--- config.mk ---
export PLATFORM = sky130hd
export DESIGN_NAME = i2s_sample_feeder
export DESIGN_NICKNAME = d
export VERILOG_FILES = /design/src/rtl/i2s_pkg.sv /design/src/rtl/i2s_sample_fifo.sv /design/src/rtl/i2s_sample_feeder.sv
export SDC_FILE = /design/constraint.sdc
export NUM_CORES = 1
export LEC_CHECK = 0
export BUFFER_PORTS_ARGS = -buffer_cell sky130_fd_sc_hd__buf_2
export CORE_ASPECT_RATIO = 0.9
export CORE_MARGIN = 10
export CORE_UTILIZATION = 58
export DETAILED_ROUTE_END_ITERATION = 12
export PLACE_DENSITY = 0.83
export SLEW_MARGIN = 0
export SYNTH_ARGS = -nofsm -noshare
export SYNTH_HDL_FRONTEND = slang
export SYNTH_SLANG_ARGS = --single-unit
export TNS_END_PERCENT = 20
--- constraint.sdc ---
create_clock -name clk -period 3.5 [get_ports clk]
set_clock_uncertainty 0.15 [all_clocks]
set_input_delay 0.875 -clock clk [delete_from_list [all_inputs] [get_ports clk]]
set_output_delay 0.875 -clock clk [all_outputs]
set_load 0.03 [all_outputs]
--- src/rtl/i2s_pkg.sv ---
// i2s_pkg: constants and types shared by the I2S transmit feeder blocks.
//   I2S_W          sample width
//   I2S_SLOT_BITS  bclk periods per channel slot
//   state_t        feeder run state
//   LEFT / RIGHT   lrclk encoding of the slot side
package i2s_pkg;
   localparam int I2S_W         = 16;
   localparam int I2S_SLOT_BITS = 16;

   typedef enum logic [1:0] {IDLE, RUN, DRAIN} state_t;

   localparam logic LEFT  = 1'b0;
   localparam logic RIGHT = 1'b1;
endpackage

--- src/rtl/i2s_sample_fifo.sv ---
// i2s_sample_fifo: synchronous show-ahead FIFO for the sample feeder.
// Ports:
//   clk, reset     clock, asynchronous active-high reset (flushes contents)
//   push, din      write request and data (ignored when full)
//   pop            read request (ignored when empty)
//   dout           current head word, valid whenever !empty
//   full, empty    occupancy flags
//   level          current occupancy, 0..DEPTH
module i2s_sample_fifo #(
   parameter int W     = 16,
   parameter int DEPTH = 4
) (
   input  logic                     clk,
   input  logic                     reset,
   input  logic                     push,
   input  logic                     pop,
   input  logic [W-1:0]             din,
   output logic [W-1:0]             dout,
   output logic                     full,
   output logic                     empty,
   output logic [$clog2(DEPTH):0]   level
);
   localparam int AW = $clog2(DEPTH);

   logic [W-1:0]  mem [DEPTH];
   logic [AW-1:0] rd_ptr;
   logic [AW-1:0] wr_ptr;
   logic          do_push;
   logic          do_pop;

   assign full    = (level == (AW+1)'(DEPTH));
   assign empty   = (level == '0);
   assign do_push = push && !full;
   assign do_pop  = pop && !empty;
   assign dout    = mem[rd_ptr];

   // Storage carries no reset; only pointers and level define validity.
   always_ff @(posedge clk) begin
      if (do_push) mem[wr_ptr] <= din;
   end

   // DEPTH is a power of two, so the pointers wrap naturally.
   always_ff @(posedge clk or posedge reset) begin
      if (reset) begin
         rd_ptr <= '0;
         wr_ptr <= '0;
         level  <= '0;
      end else begin
         if (do_push) wr_ptr <= wr_ptr + 1'b1;
         if (do_pop)  rd_ptr <= rd_ptr + 1'b1;
         case ({do_push, do_pop})
            2'b10:   level <= level + 1'b1;
            2'b01:   level <= level - 1'b1;
            default: level <= level;
         endcase
      end
   end
endmodule

--- src/rtl/i2s_sample_feeder.sv ---
// i2s_sample_feeder: buffers stereo samples, generates bclk/lrclk and hands
// one word per 16-bit slot to the downstream MSB-first shifter.
// Ports:
//   clk, reset          system clock, asynchronous active-high reset
//   enable              level-sensitive run request
//   s_data/s_valid/s_ready  producer handshake (left, right, left, ...)
//   bclk, lrclk         registered serial clocks (lrclk 0 = left)
//   word_out, word_load slot word and its one-cycle load strobe
//   underrun            one-cycle pulse: slot started with an empty FIFO
//   fifo_level          FIFO occupancy
// Build option: I2S_FEED_HOLD_LAST_EN -- on underrun repeat the last word
// loaded for the same channel instead of sending silence.
module i2s_sample_feeder
   import i2s_pkg::*;
#(
   parameter int DIV        = 4,
   parameter int FIFO_DEPTH = 4,
   parameter int W          = I2S_W
) (
   input  logic                          clk,
   input  logic                          reset,
   input  logic                          enable,
   input  logic [W-1:0]                  s_data,
   input  logic                          s_valid,
   output logic                          s_ready,
   output logic                          bclk,
   output logic                          lrclk,
   output logic [W-1:0]                  word_out,
   output logic                          word_load,
   output logic                          underrun,
   output logic [$clog2(FIFO_DEPTH):0]   fifo_level
);
   localparam logic [7:0] DIV_LAST  = 8'(DIV - 1);
   localparam logic [3:0] SLOT_LAST = 4'(I2S_SLOT_BITS - 1);

   state_t       state, state_next;
   logic [7:0]   half_cnt;
   logic [3:0]   bit_cnt;
   logic         first_slot;   // next falling edge is the first slot after IDLE
   logic         tick;
   logic         fall_evt;
   logic         frame_end;
   logic         slot_start;
   logic         slot_side;
   logic [W-1:0] fifo_dout;
   logic [W-1:0] fill_word;
   logic         fifo_full;
   logic         fifo_empty;
   logic         fifo_pop;

   assign s_ready  = !fifo_full;
   assign fifo_pop = slot_start && !fifo_empty;

   i2s_sample_fifo #(.W(W), .DEPTH(FIFO_DEPTH)) u_fifo (
      .clk   (clk),
      .reset (reset),
      .push  (s_valid),
      .pop   (fifo_pop),
      .din   (s_data),
      .dout  (fifo_dout),
      .full  (fifo_full),
      .empty (fifo_empty),
      .level (fifo_level)
   );

   always_ff @(posedge clk or posedge reset) begin
      if (reset) state <= IDLE;
      else       state <= state_next;
   end

   always_comb begin
      state_next = state;
      tick       = (state != IDLE) && (half_cnt == DIV_LAST);
      fall_evt   = tick && bclk;
      // The frame ends on the falling edge that closes the right slot.
      frame_end  = fall_evt && (state == DRAIN) && !enable && !first_slot &&
                   (bit_cnt == SLOT_LAST) && (lrclk == RIGHT);
      slot_start = fall_evt && !frame_end && (first_slot || bit_cnt == SLOT_LAST);
      slot_side  = first_slot ? LEFT : ~lrclk;
      case (state)
         IDLE:    if (enable) state_next = RUN;
         RUN:     if (!enable) state_next = DRAIN;
         DRAIN: begin
            if (enable)         state_next = RUN;
            else if (frame_end) state_next = IDLE;
         end
         default: state_next = IDLE;
      endcase
   end

`ifdef I2S_FEED_HOLD_LAST_EN
   // Last word loaded per channel, indexed by lrclk side.
   logic [W-1:0] hist [2];

   always_ff @(posedge clk or posedge reset) begin
      if (reset) begin
         hist[0] <= '0;
         hist[1] <= '0;
      end else if (fifo_pop) begin
         hist[slot_side] <= fifo_dout;
      end
   end

   assign fill_word = hist[slot_side];
`else
   assign fill_word = '0;
`endif

   always_ff @(posedge clk or posedge reset) begin
      if (reset) begin
         half_cnt   <= '0;
         bclk       <= 1'b0;
         bit_cnt    <= '0;
         lrclk      <= LEFT;
         first_slot <= 1'b1;
         word_out   <= '0;
         word_load  <= 1'b0;
         underrun   <= 1'b0;
      end else begin
         word_load <= slot_start;
         underrun  <= slot_start && fifo_empty;
         if (slot_start) begin
            lrclk    <= slot_side;
            word_out <= fifo_empty ? fill_word : fifo_dout;
         end
         if (state == IDLE || frame_end) begin
            half_cnt   <= '0;
            bclk       <= 1'b0;
            bit_cnt    <= '0;
            lrclk      <= LEFT;
            first_slot <= 1'b1;
         end else begin
            if (tick) begin
               half_cnt <= '0;
               bclk     <= ~bclk;
            end else begin
               half_cnt <= half_cnt + 8'd1;
            end
            if (fall_evt) begin
               // The first falling edge opens slot bit 0 rather than advancing.
               bit_cnt    <= first_slot ? 4'd0 : bit_cnt + 4'd1;
               first_slot <= 1'b0;
            end
         end
      end
   end
endmodule

==> run_results.csv, run 1 <==
group,metric,value,unit
run_status,status,"finished clean",
clock_tree,post_cts_buffers,0,
final_layout,fill_cells,484,
timing,fmax,363,MHz
detailed_routing,drc_errors,0,
yosys,ys_seq_area_share,68.7,%
die,rows,29,
timing,timing.final.crit_share,78.7,%
placement,portBuffers,43,
timing,report.final.slew_viol_count,0,
yosys,synth_cells,262,
global_routing,grt_usage,13.7,%
final_layout,syn2layout_area_growth,11.7,%
detailed_routing,drtIter0Drc,160,
final_layout,stdcell_area,0.00484,mm²
yosys,syn_area,0.00433,mm²
setup_path,worstSetupPathType,"reg2reg",
setup_path,worst-path-max-fanout,11,
die,start_util,60.6,%
setup_path,max_stage_delay,0.49,ns
clock_tree,clkTransAtPathRegs,0.09,ns
die,fp.coreArea,0.00715,mm²
power_and_ir_drop,ir_drop,0.000354,V
yosys,yosys_warnings,0,
yosys,synth_edf_count,64,
timing,worst_pin_slew,1.06,ns
placement,place.gp.congestion,0.804,
final_layout,nNetsFinal,339,
power_and_ir_drop,power_density,703,mW/mm²
global_routing,antenna_found_initial,0,
clock_tree,h-tree-depth,3,
final_layout,insertedDiodeCount,0,
setup_path,slowest_stage,"nor2_2",
timing,final_hold_viol_count,0,
timing,setup_viol,0,
clock_tree,cts_buffers,9,
die,io_pins,44,
hold_path,hold_path_class,"reg2reg",
detailed_routing,postRouteAntennaNets,0,
final_layout,multi_input_area,0.00129,mm²
placement,dp_hpwl,5090,µm
timing,rsz0062_at_grt,"false",
yosys,synthesis.nets,290,
yosys,synth.distinct_cells,40,
setup_path,crit_chain,"ha_1 -> nor4b_4 -> nand4_1 -> nor2_2 -> buf_4 -> mux2_2",
clock_tree,clk_path_buf_depth,2,
clock_tree,root_buffer,"clkbuf_8",
power_and_ir_drop,finalPower,3400,µW
global_routing,grt_overflow,0,
setup_path,crit_path_end_kind,"register",
detailed_routing,routedWlPerCell,18.4,µm
timing,period_needed,2.75,ns
clock_tree,cts_tree,"yes",
detailed_routing,vias,2296,
detailed_routing,drt_wl_total,7530,µm
global_routing,grt_pass1_wl,12300,µm
die,die_h,102,µm
power_and_ir_drop,p_leak,0.00198,µW
clock_tree,cts_hold_buf,0,
global_routing,grt_pass1_vias,2392,
detailed_routing,vias_per_cell,5.61,
final_layout,ff_latch_area,0.00297,mm²
clock_tree,clk_latency,0.36,ns
placement,place_area,0.00465,mm²
setup_path,crit_required,3.60,ns
setup_path,cp-start-kind,"register",
setup_path,arrival,2.85,ns
clock_tree,cts_resized,0,
final_layout,drive_above_1_share,32.3,%
global_routing,grt_max_degree,29,
die,dieArea,0.0113,mm²
timing,setup-tns-final,0,ns
yosys,synth-seq-cells,106,
die,dieWidth,111,µm
detailed_routing,drt_pre_antenna_iters,4,
timing,slew_headroom,28.8,%
flow_run,max-cap-violations,0,
yosys,synth_ff_type,"edfxtp_1",
yosys,synth_area_per_cell,16.5,µm²
yosys,synthArstFlopShare,39.6,%
clock_tree,cts_sinks,106,
==> through the flow <==
stage | util, % | std cells | setup slack [ns] | hold WS (ns)
finish | 67.7 | 409 | 0.746 | 0.362
global route | 67.7 | 409 | 0.524 | 0.384
CTS | 67.7 | 409 | 0.739 | 0.368
detailed placement | 65.1 | 393 | 0.629 | 0.344
global placement | 65.1 | 393 | 0.688 | 0.334
floorplan | - | 262 | 0.881 | 0.319
==> routing by layer <==
| metal | up-vias | part of all wire, % | GRT usage, % | routed length (µm) |
|---|---|---|---|---|
| met5 | - | 0 | 0 | 0 |
| met4 | 0 | 0.62 | 3.36 | 47 |
| met3 | 6 | 6.9 | 4.98 | 516 |
| met2 | 52 | 50 | 23.1 | 3750 |
| met1 | 1165 | 43 | 16.8 | 3210 |
| li1 | 1073 | - | - | - |
==> registers in the layout, summed over array words and instances (netlist names) <==
| register | flops |
|---|---|
| bclk | 1 |
| bit_cnt | 4 |
| first_slot | 1 |
| half_cnt | 8 |
| lrclk | 1 |
| state | 2 |
| u_fifo.level | 3 |
| u_fifo.mem | 64 |
| u_fifo.rd_ptr | 2 |
| u_fifo.wr_ptr | 2 |
| underrun | 1 |
| word_load | 1 |
| word_out | 16 |
==> critical path: cells and delay by family, from the launching register on <==
| kind | cells | cell delay [ns] |
|---|---|---|
| buffers and inverters | 1 | 0.29 |
| flip-flops | 1 | 0.42 |
| AND/OR/NAND/NOR | 3 | 1.17 |
| multiplexers | 1 | 0.36 |
| adder cells (fa/ha/maj) | 1 | 0.26 |
==> cell usage in the layout (no fill, tap or decap), types with 3 or more instances in the layout <==
master    synthesis  routed
xor2_1           10      10
mux2_2           17      17
buf_2             4      43
nor3_1            4       3
edfxtp_1         64      64
dfrtp_1          41      41
nor2_1           14      14
a21oi_1           3       3
xnor2_1           3       3
inv_1             8       7
clkbuf_8          0      10
ha_1              7       7
mux4_2           16      16
nor2b_1          17      17
nand3_1           9       9
nand2_1           7       7
buf_4             2       4
and3_1            8       8
==> cell type report <==
type                       count  share of cell area, %
sequential                   106                   61.5
multi-input combinational    139                   26.6
timing repair buffer          47                   5.07
clock buffer                  11                   2.92
tap                           93                   2.40
clock inverter                 5                  0.957
inverter                       8                  0.620
==> cell families (layout without fill, tap and decap cells) <==
| family | Yosys count | in the layout | synth area share (%) |
|---|---|---|---|
| AND/OR/NAND/NOR | 73 | 73 | 9.73 |
| AO/OA/AOI/OAI | 11 | 11 | 1.76 |
| XOR/XNOR | 13 | 13 | 2.63 |
| flip-flops | 106 | 106 | 68.7 |
| adder cells (fa/ha/maj) | 8 | 8 | 2.48 |
| buffers and inverters | 17 | 71 | 1.76 |
| multiplexers | 34 | 34 | 13.0 |
==> cells in the mapped netlist (3+ instances only) <==
cell type | n | share of area [%]
ha_1 | 7 | 2.0
mux4_2 | 16 | 8.3
nor2b_1 | 17 | 2.5
dfrtp_1 | 41 | 24
buf_2 | 4 | 0.46
edfxtp_1 | 64 | 44
a21oi_1 | 3 | 0.35
nand3_1 | 9 | 1.0
clkbuf_1 | 3 | 0.26
xor2_1 | 10 | 2.0
nand2_1 | 7 | 0.61
nor3_1 | 4 | 0.46
and3_1 | 8 | 1.2
inv_1 | 8 | 0.69
mux2_2 | 17 | 4.4
nor2_1 | 14 | 1.2
xnor2_1 | 3 | 0.61
==> power breakdown <==
part	switching [µW]	internal (µW)	total, µW	leakage, µW
clock	410	291	701	0.0000964
sequential	143	1620	1760	0.00115
combinational	561	377	938	0.000738
==> path summary, 6_finish.rpt <==
| kind | to | slack, ns | startpoint | cells after the start |
|---|---|---|---|---|
| min in group asynchronous | word_out[0] | 0.48 | reset | 2 |
| max | word_out[8] | 0.75 | half_cnt[0] | 6 |
| min | word_out[7] | 0.36 | word_out[7] | 1 |
| max in group asynchronous | bit_cnt[2] | 2.02 | reset | 3 |
| max reg2reg | word_out[8] | 0.75 | half_cnt[0] | 6 |
| min reg2reg | word_out[7] | 0.36 | word_out[7] | 1 |
Note: power is estimated with default switching activity, not from simulation.
==> run 2, diff against run 1 <==
- CORE_UTILIZATION: 58 -> 52
- PLACE_DENSITY: 0.83 -> 0.78
- clock period: 3.5 -> 2.2 ns (I/O delays scaled with it)
==> run 2 against run 1 <==
Against the previous run:
- the run now ends with setup timing left
- sequential share of layout area is 4.1 points lower
- sequential power grew 57%
- die area is 9.3% higher
- largest power group unchanged
- sequential cell count unchanged
- critical path type unchanged
- first-iteration DRC count decreased by 5.6%
==> run_results.csv, run 2 (same netlist as run 1, synthesis figures left out) <==
group,metric,value,unit
placement,place.gp.congestion,0.778,
setup_path,crit_required,2.35,ns
detailed_routing,drc_errors,0,
run_status,violations,"setup timing",
detailed_routing,postRouteAntennaNets,0,
setup_path,arrival,2.56,ns
final_layout,top_register,"u_fifo.mem",
global_routing,grt_max_degree,31,
final_layout,syn2layout_area_growth,19.7,%
clock_tree,root_buffer,"clkbuf_8",
final_layout,stdcell_area,0.00518,mm²
final_layout,layout_commonest_cell,"edfxtp_1",
final_layout,largest_register_ff_count,64,
die,dieWidth,116,µm
timing,timing.final.crit_share,109,%
power_and_ir_drop,power_density,1100,mW/mm²
final_layout,final_cell_mix,"edfxtp_1, buf_2, dfrtp_1",
detailed_routing,vias_per_cell,5.41,
timing,slew_headroom,39.9,%
clock_tree,cts_buffers,9,
timing,setup_viol,2,
setup_path,crit_path_end_kind,"register",
die,io_pins,44,
timing,final_hold_viol_count,0,
setup_path,cp-start-kind,"register",
final_layout,insertedDiodeCount,0,
detailed_routing,drtIter0Drc,151,
power_and_ir_drop,ir_drop,0.000612,V
timing,fin_ws,-0.206,ns
setup_path,worstSetupPathType,"reg2reg",
detailed_routing,drt_wl_total,8150,µm
clock_tree,cts_hold_buf,0,
placement,dp_hpwl,5490,µm
die,dieArea,0.0124,mm²
final_layout,drive_above_1_share,40.4,%
clock_tree,clk_path_buf_depth,2,
timing,worst_pin_slew,0.901,ns
final_layout,nNetsFinal,372,
global_routing,grt_pass1_vias,2638,
die,rows,31,
clock_tree,h-tree-depth,3,
detailed_routing,routedWlPerCell,18.2,µm
clock_tree,clkTransAtPathRegs,0.11,ns
die,fp.coreArea,0.00807,mm²
global_routing,grt_usage,13.9,%
timing,rsz0062_at_grt,"true",
timing,report.final.slew_viol_count,0,
global_routing,grt_pass1_wl,13200,µm
final_layout,top_regs,"u_fifo.mem (64), word_out (16), half_cnt (8)",
timing,fmax,416,MHz
power_and_ir_drop,p_leak,0.00217,µW
detailed_routing,drt_pre_antenna_iters,4,
run_status,status,"finished, violations left",
placement,portBuffers,43,
final_layout,multi_input_area,0.00133,mm²
die,die_h,107,µm
setup_path,worst-path-max-fanout,4,
global_routing,grt_overflow,0,
clock_tree,clk_latency,0.36,ns
detailed_routing,vias,2425,
global_routing,antenna_found_initial,0,
placement,place_area,0.00491,mm²
timing,period_needed,2.41,ns
clock_tree,cts_sinks,106,
final_layout,final_util,64.3,%
die,start_util,53.7,%
final_layout,ff_latch_area,0.00297,mm²
clock_tree,cts_tree,"yes",
flow_run,max-cap-violations,0,
final_layout,fill_cells,611,
hold_path,hold_path_class,"in2async",
-- run 2: final timing paths --
path                                endpoint  slack [ns]        start  depth (start not counted)
max in group asynchronous         first_slot        1.33        reset                          3
min                              word_out[3]       0.003        reset                          2
min reg2reg                      word_out[0]        0.36  word_out[0]                          1
min in group clk           u_fifo.mem[2][11]        0.25   s_data[11]                          1
max                          u_fifo.level[2]       -0.21  half_cnt[0]                         11
max reg2reg                  u_fifo.level[2]       -0.21  half_cnt[0]                         11
-- run 2: critical path, stage by stage (launching register included) --
cell	delay [ns]
dfrtp_1	0.37
ha_2	0.18
nor4b_4	0.26
and4_1	0.26
nand2b_1	0.08
nor2_1	0.10
ha_2	0.19
inv_2	0.04
fa_2	0.33
xor2_1	0.14
nor2_1	0.11
xor2_1	0.14
-- run 2: per-layer routing --
layer  wire, µm  vias to the layer above  GRT usage (%)
met1       3340                     1252           16.1
met3        321                        2           4.18
met4         29                        0           3.04
li1           -                     1131              -
met5          0                        -              0
met2       4460                       40           24.7
-- run 2: area by class of cell --
type | instances | area share [%]
Multi-Input combinational cell | 139 | 25.7
Clock inverter | 7 | 1.54
Inverter | 8 | 0.579
Tap cell | 99 | 2.39
Timing Repair Buffer | 80 | 10.1
Clock buffer | 9 | 2.39
Sequential cell | 106 | 57.4
-- run 2: per-stage QoR --
stage | setup TNS (ns) | total power (µW) | hold slack, ns | std cells | setup slack, ns
floorplan | -0.341 | 3910 | 0.321 | 262 | -0.227
global placement | -0.267 | 4450 | 0.338 | 427 | -0.195
detailed placement | -0.423 | 4520 | 0.340 | 427 | -0.273
CTS | -0.337 | 5760 | 0.00426 | 447 | -0.227
global route | -1.58 | 6050 | 0.000181 | 448 | -0.410
finish | -0.298 | 5720 | 0.00318 | 448 | -0.206
-- run 2: power by group --
| part | total [µW] | internal (µW) | switching [µW] |
|---|---|---|---|
| combinational | 1730 | 742 | 987 |
| sequential | 2760 | 2580 | 181 |
| clock | 1230 | 548 | 686 |
-- run 2: what timing repair did --
action,CTS,global route
gates resized for setup,1,9
hold endpoints to repair,0,0
pin swaps,3,0
gates cloned,0,0
buffers inserted,4,1
setup endpoints to repair,2,19
